$ cat config.mk
export PLATFORM = sky130hd
export DESIGN_NAME = unidade_controle_jogo
export DESIGN_NICKNAME = d
export VERILOG_FILES = /design/src/rtl/unidade_controle_jogo.sv
export SDC_FILE = /design/constraint.sdc
export NUM_CORES = 1
export LEC_CHECK = 0
export ABC_AREA = 1
export CAP_MARGIN = 20
export CORE_AREA = 3 3 40 42
export CTS_CLUSTER_DIAMETER = 200
export DETAILED_ROUTE_END_ITERATION = 8
export DIE_AREA = 0 0 43 45
export PLACE_DENSITY_LB_ADDON = 0.05
export SLEW_MARGIN = 0
export SYNTH_ARGS = -nofsm -noshare
export SYNTH_HDL_FRONTEND = slang
export SYNTH_SLANG_ARGS = --single-unit
$ cat constraint.sdc
create_clock -name clock -period 2.56 [get_ports clock]
set_input_delay 0.256 -clock clock [delete_from_list [all_inputs] [get_ports clock]]
set_output_delay 0.256 -clock clock [all_outputs]
set_load 0.05 [all_outputs]
$ cat src/rtl/unidade_controle_jogo.sv
// -----------------------------------------------------------------------------
// unidade_controle_jogo
//
// Moore control FSM for one round of the memory game. It sits upstream of the
// 4-bit modulo-16 position counter and the player-move register. Each round
// runs as follows:
//   1. Clear the counter and the move register.
//   2. Wait for a move.
//   3. Register the move, then compare it.
//   4. Advance the position.
//   5. End on a win, an error or (optionally) a timeout.
//
// Optional feature macro: UNIDADE_CONTROLE_TIMEOUT_EN
//   defined   -> ESPERA timer plus FIM_TEMPO end state (code D)
//   undefined -> ESPERA waits forever, timeout tied low, code D is unused
//
// Parameters:
//   TIMEOUT  cycles allowed in ESPERA before timing out (feature only)
//   TIMER_W  width of the timeout counter, 2**TIMER_W > TIMEOUT
//
// Ports:
//   clock      rising-edge clock
//   reset      asynchronous active-high reset, forces INICIAL
//   iniciar    start/restart request (level)
//   jogada     one-cycle move pulse
//   igual      comparator: registered move matches stored value
//   fim        counter terminal count
//   meio       counter at position 7
//   zeraC_n    active-low synchronous clear to counter
//   contaC     counter enable
//   zeraR      clear move register
//   registraR  load move register
//   pronto     round finished
//   acertou    round won
//   errou      round lost
//   metade     sticky: position 7 matched this round
//   timeout    round ended by timeout
//   db_estado  current state code (4'hF for an unused code)
// -----------------------------------------------------------------------------
module unidade_controle_jogo #(
  parameter int TIMEOUT = 5000,
  parameter int TIMER_W = 13
) (
  input  logic       clock,
  input  logic       reset,
  input  logic       iniciar,
  input  logic       jogada,
  input  logic       igual,
  input  logic       fim,
  input  logic       meio,
  output logic       zeraC_n,
  output logic       contaC,
  output logic       zeraR,
  output logic       registraR,
  output logic       pronto,
  output logic       acertou,
  output logic       errou,
  output logic       metade,
  output logic       timeout,
  output logic [3:0] db_estado
);

  typedef enum logic [3:0] {
    INICIAL    = 4'h0,
    PREPARA    = 4'h1,
    ESPERA     = 4'h2,
    REGISTRA   = 4'h4,
    COMPARA    = 4'h5,
    PROXIMO    = 4'h6,
    FIM_ACERTO = 4'hA,
    FIM_TEMPO  = 4'hD,
    FIM_ERRO   = 4'hE
  } estado_t;

  estado_t estado;

  // Elaboration-time sanity check: the timer must reach TIMEOUT-1.
  if ((TIMEOUT < 1) || ((TIMEOUT >> TIMER_W) != 0)) begin : g_bad_cfg
    $error("unidade_controle_jogo: TIMER_W too narrow for TIMEOUT");
  end

`ifdef UNIDADE_CONTROLE_TIMEOUT_EN
  localparam logic [TIMER_W-1:0] TIMER_MAX = TIMER_W'(TIMEOUT - 1);

  logic [TIMER_W-1:0] timer;

  // The timer runs only in ESPERA and is zero outside it, so every entry
  // into ESPERA starts counting from 0. It saturates at TIMEOUT-1.
  always_ff @(posedge clock or posedge reset) begin
    if (reset) begin
      timer <= '0;
    end else if (estado == ESPERA) begin
      if (timer != TIMER_MAX)
        timer <= timer + 1'b1;
    end else begin
      timer <= '0;
    end
  end
`endif

  // State register and the sticky metade flag
  always_ff @(posedge clock or posedge reset) begin
    if (reset) begin
      estado <= INICIAL;
      metade <= 1'b0;
    end else begin
      case (estado)
        INICIAL: begin
          if (iniciar)
            estado <= PREPARA;
        end

        PREPARA: begin
          metade <= 1'b0;
          estado <= ESPERA;
        end

        ESPERA: begin
          // A move wins over an expiring timer in the same cycle.
          if (jogada)
            estado <= REGISTRA;
`ifdef UNIDADE_CONTROLE_TIMEOUT_EN
          else if (timer == TIMER_MAX)
            estado <= FIM_TEMPO;
`endif
        end

        REGISTRA: estado <= COMPARA;

        COMPARA: begin
          // metade latches regardless of which branch is taken below.
          if (igual && meio)
            metade <= 1'b1;
          if (!igual)
            estado <= FIM_ERRO;
          else if (fim)
            estado <= FIM_ACERTO;
          else
            estado <= PROXIMO;
        end

        PROXIMO: estado <= ESPERA;

`ifdef UNIDADE_CONTROLE_TIMEOUT_EN
        FIM_ACERTO, FIM_ERRO, FIM_TEMPO: begin
`else
        FIM_ACERTO, FIM_ERRO: begin
`endif
          if (iniciar) begin
            metade <= 1'b0;
            estado <= PREPARA;
          end
        end

        default: estado <= INICIAL;
      endcase
    end
  end

  // Moore output decode
  always_comb begin
    zeraC_n   = 1'b1;
    contaC    = 1'b0;
    zeraR     = 1'b0;
    registraR = 1'b0;
    pronto    = 1'b0;
    acertou   = 1'b0;
    errou     = 1'b0;
    timeout   = 1'b0;
    db_estado = 4'hF;
    case (estado)
      INICIAL:  db_estado = 4'h0;
      PREPARA: begin
        zeraC_n   = 1'b0;
        zeraR     = 1'b1;
        db_estado = 4'h1;
      end
      ESPERA:   db_estado = 4'h2;
      REGISTRA: begin
        registraR = 1'b1;
        db_estado = 4'h4;
      end
      COMPARA:  db_estado = 4'h5;
      PROXIMO: begin
        contaC    = 1'b1;
        db_estado = 4'h6;
      end
      FIM_ACERTO: begin
        pronto    = 1'b1;
        acertou   = 1'b1;
        db_estado = 4'hA;
      end
      FIM_ERRO: begin
        pronto    = 1'b1;
        errou     = 1'b1;
        db_estado = 4'hE;
      end
`ifdef UNIDADE_CONTROLE_TIMEOUT_EN
      FIM_TEMPO: begin
        pronto    = 1'b1;
        errou     = 1'b1;
        timeout   = 1'b1;
        db_estado = 4'hD;
      end
`endif
      default: db_estado = 4'hF;
    endcase
  end

endmodule

* Yosys cells after proc, flatten, opt, wreduce, memory -nomap -nowiden *
Cells that the tools add are included.

word-level totals
  input port bits = 7
  register bits after elaboration = 5

operators by class
  equal/unequal tests = 11
  multiplexer cells = 16
  reductions and logical operators = 8

operator list
  operator                                             number
  one-hot mux 4 bit (8 select lines)                   1
  one-hot mux 4 bit (5 select lines)                   1
  2-to-1 mux 4 bit                                     4
  equality test 4 x 3 -> 1 bit, second input constant  3
  2-to-1 mux 1 bit                                     9
  equality test 4 bit, second input constant           2
  equality test 4 x 1 -> 1 bit, second input constant  1
  equality test 4 x 2 -> 1 bit, second input constant  1
  zero test 4 bit                                      1
  != test 2 x 1 -> 1 bit, second input constant        2
  != test 2 bit, second input constant                 2
  OR reduction 2 bit                                   2
  one-hot mux 1 bit (3 select lines)                   1
  AND reduction 3 bit                                  1
  nonzero test 3 bit                                   1
  OR reduction 3 bit                                   1
  AND reduction 2 bit                                  1
  logical AND 1 bit                                    1

* Longest topological paths before layout *
  depth in word-level cells = 4
  mapped depth = 7

* Least setup slack after synthesis *
Ideal clock, no wire load.

  path type = reg2out
  from = register estado[3]
  to = output port zeraC_n
  setup slack = 0.530 ns
  buffers on the path = 0
  data required time = 2.304 ns
  stages on the path, launching flop included = 5
  data arrival time = 1.774 ns
  cells stage by stage = dfrtp_1 > inv_2 > nand3_1 > nor2_1 > inv_1

on the way
  word-level cells in the longest chain between the ends = 2

ends and longest elaborated chain
  item                          RTL line  text
  start: declaration            75        estado_t estado;
  start signal: assignment      104       estado <= INICIAL;
  start signal: assignment      110       estado <= PREPARA;
  start signal: assignment      115       estado <= ESPERA;
  equality test 4 x 1 -> 1 bit  171       case (estado)
  2-to-1 mux 1 bit              171
  end: declaration              51        output logic zeraC_n,

No other way between the ends.

* Worst setup path after layout *
  from = register estado[3]
  to = output port zeraR

on the way
  word-level cells in the longest chain between the ends = 2

ends and longest elaborated chain
  item                          RTL line  text
  equality test 4 x 1 -> 1 bit  171
  2-to-1 mux 1 bit              171
  end: declaration              53        output logic zeraR,

No other way between the ends.

==> reports/metrics.yaml <==
logic_synthesis:
  synth_top_family_by_area: "simple AND/OR/NAND/NOR gates"
  synth_xor_area_share_pct: 0
  synthMuxAreaShare_pct: 0
  yosys.area_share.simple_pct: 51.1
  ys_types: 14
  ys_ff_latch: 5
  synth_compound_area_share_pct: 1.24
  synth-warning-count: 0
  ys_seq_area_share_pct: 31.0
  yosys.area_share.adder_pct: 0
  synth_nets: 76
  syn_avg_cell_area_um2: 5.86
  syn_area_um2: 404
  netlist_instances: 69
sta:
  fmax_mhz: 469
  fin_skew_ns: 0.00127
  setup_tns_ns: 0
  fin_crit_sh_pct: 83.3
  worst_slew_pin_slew_ns: 0.496
  hold_viol: 0
  timing.hold.ws_ns: 0.210
  min_period_ns: 2.13
  report.final.slew_viol_count: 0
  rsz0062_at_grt: "false"
  setup_viol: 0
  relSlewSlack_pct: 66.8
power_and_ir_drop:
  p_per_area_nw_per_um2: 1460
  ir_drop_mv: 0.525
  power_leakage_nw: 0.340
run:
  drv_cap: 0
clock_tree:
  cts_setup_buffers: 0
  cts_tree: "yes"
  clk_latency_ns: 0.23
  clock_path_buffers: 2
  h-tree-depth: 1
  cts_inserted_buffers: 3
  cts_root_buffer: "clkbuf_4"
  ctsResizeCount: 0
  clk_pin_slew_ns: 0.04
  cts-hold-fix-buffers: 0
  cts.sinks: 5
cells_and_area:
  final_common_cell: "nand2_1"
  most-common-layout-cells: "25 x nand2_1, 18 x clkdlybuf4s50_1, 10 x inv_1"
  layout-drive-gt1-share_pct: 14.4
  final_cells: 105
  num-fill-cells: 144
  nets: 98
  final_area_um2: 622
  syn_to_final_growth_pct: 53.9
  num_antenna_cells: 0
die:
  num_rows: 13
  core_um2: 1280
  initial_core_util_pct: 31.5
  ios: 20
  fp.dieArea_um2: 1940
  die_h_um: 45
  die_x_um: 43
drt:
  drt_iter0_markers: 6
  vias: 443
  wl_per_cell_um: 8.61
  ant_nets: 0
  vias_per_cell: 4.22
  firstDrtPassIters: 4
  wl_um: 904
  drcViolationCount: 0
critical_path:
  slowest_stage: "clkdlybuf4s50_1"
  worstPathCellList: "inv_2 -> nand3_1 -> nor2_1 -> clkdlybuf4s50_1"
  cp_max_fo: 5
  cp_slowest_stage_delay_ns: 0.82
  end_kind: "primary output"
  crit_arrival_ns: 1.88
  startpoint_type: "register"
  required_ns: 2.30
  path_class: "reg -> out"
worst_hold_path:
  hp-class: "in -> async"
global_routing:
  grt_pass1_vias: 373
  grt_max_degree: 7
  overflow: 0
  antenna_found_initial: 0
  grt_util_all_layers_pct: 10.8
  grt_pass1_wl_mm: 1.56
placement:
  postPlaceCellArea_um2: 596
  portBuffers: 18
  dp_cells: 101
  place_congestion: 0.743
  hpwl_um: 796
run_status:
  status: "finished, final reports clean"
==> per-layer routing <==
| metal | vias up | track usage, % | part of all wire (%) |
|---|---|---|---|
| met3 | 0 | 2.79 | 5.5 |
| met2 | 12 | 14.7 | 45 |
| li1 | 247 | - | - |
| met4 | 0 | 7.23 | 0 |
| met1 | 184 | 15.0 | 49 |
| met5 | - | 0 | 0 |
==> cell type report <==
class | instances | area, um^2 | share of cell area, %
tap | 15 | 18.8 | 3.02
multi-input combinational | 48 | 215 | 34.6
timing repair buffer | 18 | 180 | 29.0
inverter | 15 | 56.3 | 9.05
sequential | 5 | 125 | 20.1
clock buffer | 4 | 26.3 | 4.23
==> sequential cells by signal, summed over array words and instances, names as in the netlist <==
| signal | cells |
|---|---|
| metade | 1 |
| estado | 4 |
==> worst paths after layout <==
check	start	endpoint	slack (ns)	cells after the start
min	reset	metade	0.21	2
min in group clock	metade	metade	0.47	2
max in group asynchronous	reset	estado[0]	2.19	2
max reg2reg	estado[2]	estado[2]	1.40	6
max	estado[3]	zeraR	0.43	4
min reg2reg	metade	metade	0.47	2
==> where the power goes <==
part           switching [mW]  internal [mW]  total [mW]
Sequential             0.0372          0.112       0.149
Clock                  0.0285         0.0587      0.0872
Combinational           0.463          0.211       0.674
Total                   0.529          0.382       0.910
==> critical path: cells and delay by family (launching register included) <==
family | cells | cell delay [ns]
AND/OR/NAND/NOR | 2 | 0.29
flip-flops | 1 | 0.42
buffers and inverters | 2 | 0.93
==> synth_stat cells <==
cell | number | area (um^2)
nand4_1 | 3 | 18.8
conb_1 | 1 | 3.75
inv_1 | 10 | 37.5
nor2_1 | 6 | 22.5
nor3_1 | 2 | 10.0
nand3_1 | 5 | 25.0
o21ai_0 | 1 | 5.00
nor2_2 | 3 | 18.8
nand2_2 | 1 | 6.26
inv_2 | 5 | 18.8
buf_4 | 1 | 7.51
nor2_4 | 1 | 11.3
nand2_1 | 25 | 93.8
dfrtp_1 | 5 | 125
==> stage by stage <==
step / utilization (%) / setup WS, ns / power [mW]
2_1_floorplan: - / 0.530 / 0.637
3_3_place_gp: 46.3 / 0.657 / 0.835
3_5_place_dp: 46.3 / 0.664 / 0.830
4_1_cts: 48.4 / 0.404 / 0.922
5_1_grt: 48.4 / 0.273 / 0.989
6_report: 48.4 / 0.428 / 0.910
==> logic make-up (layout without fill, tap and decap cells) <==
group | after synthesis | count (layout)
AO/OA/AOI/OAI | 1 | 1
flip-flops | 5 | 5
AND/OR/NAND/NOR | 46 | 46
buffers and inverters | 16 | 37
other | 1 | 1
Power figures use the tool's default switching activity.
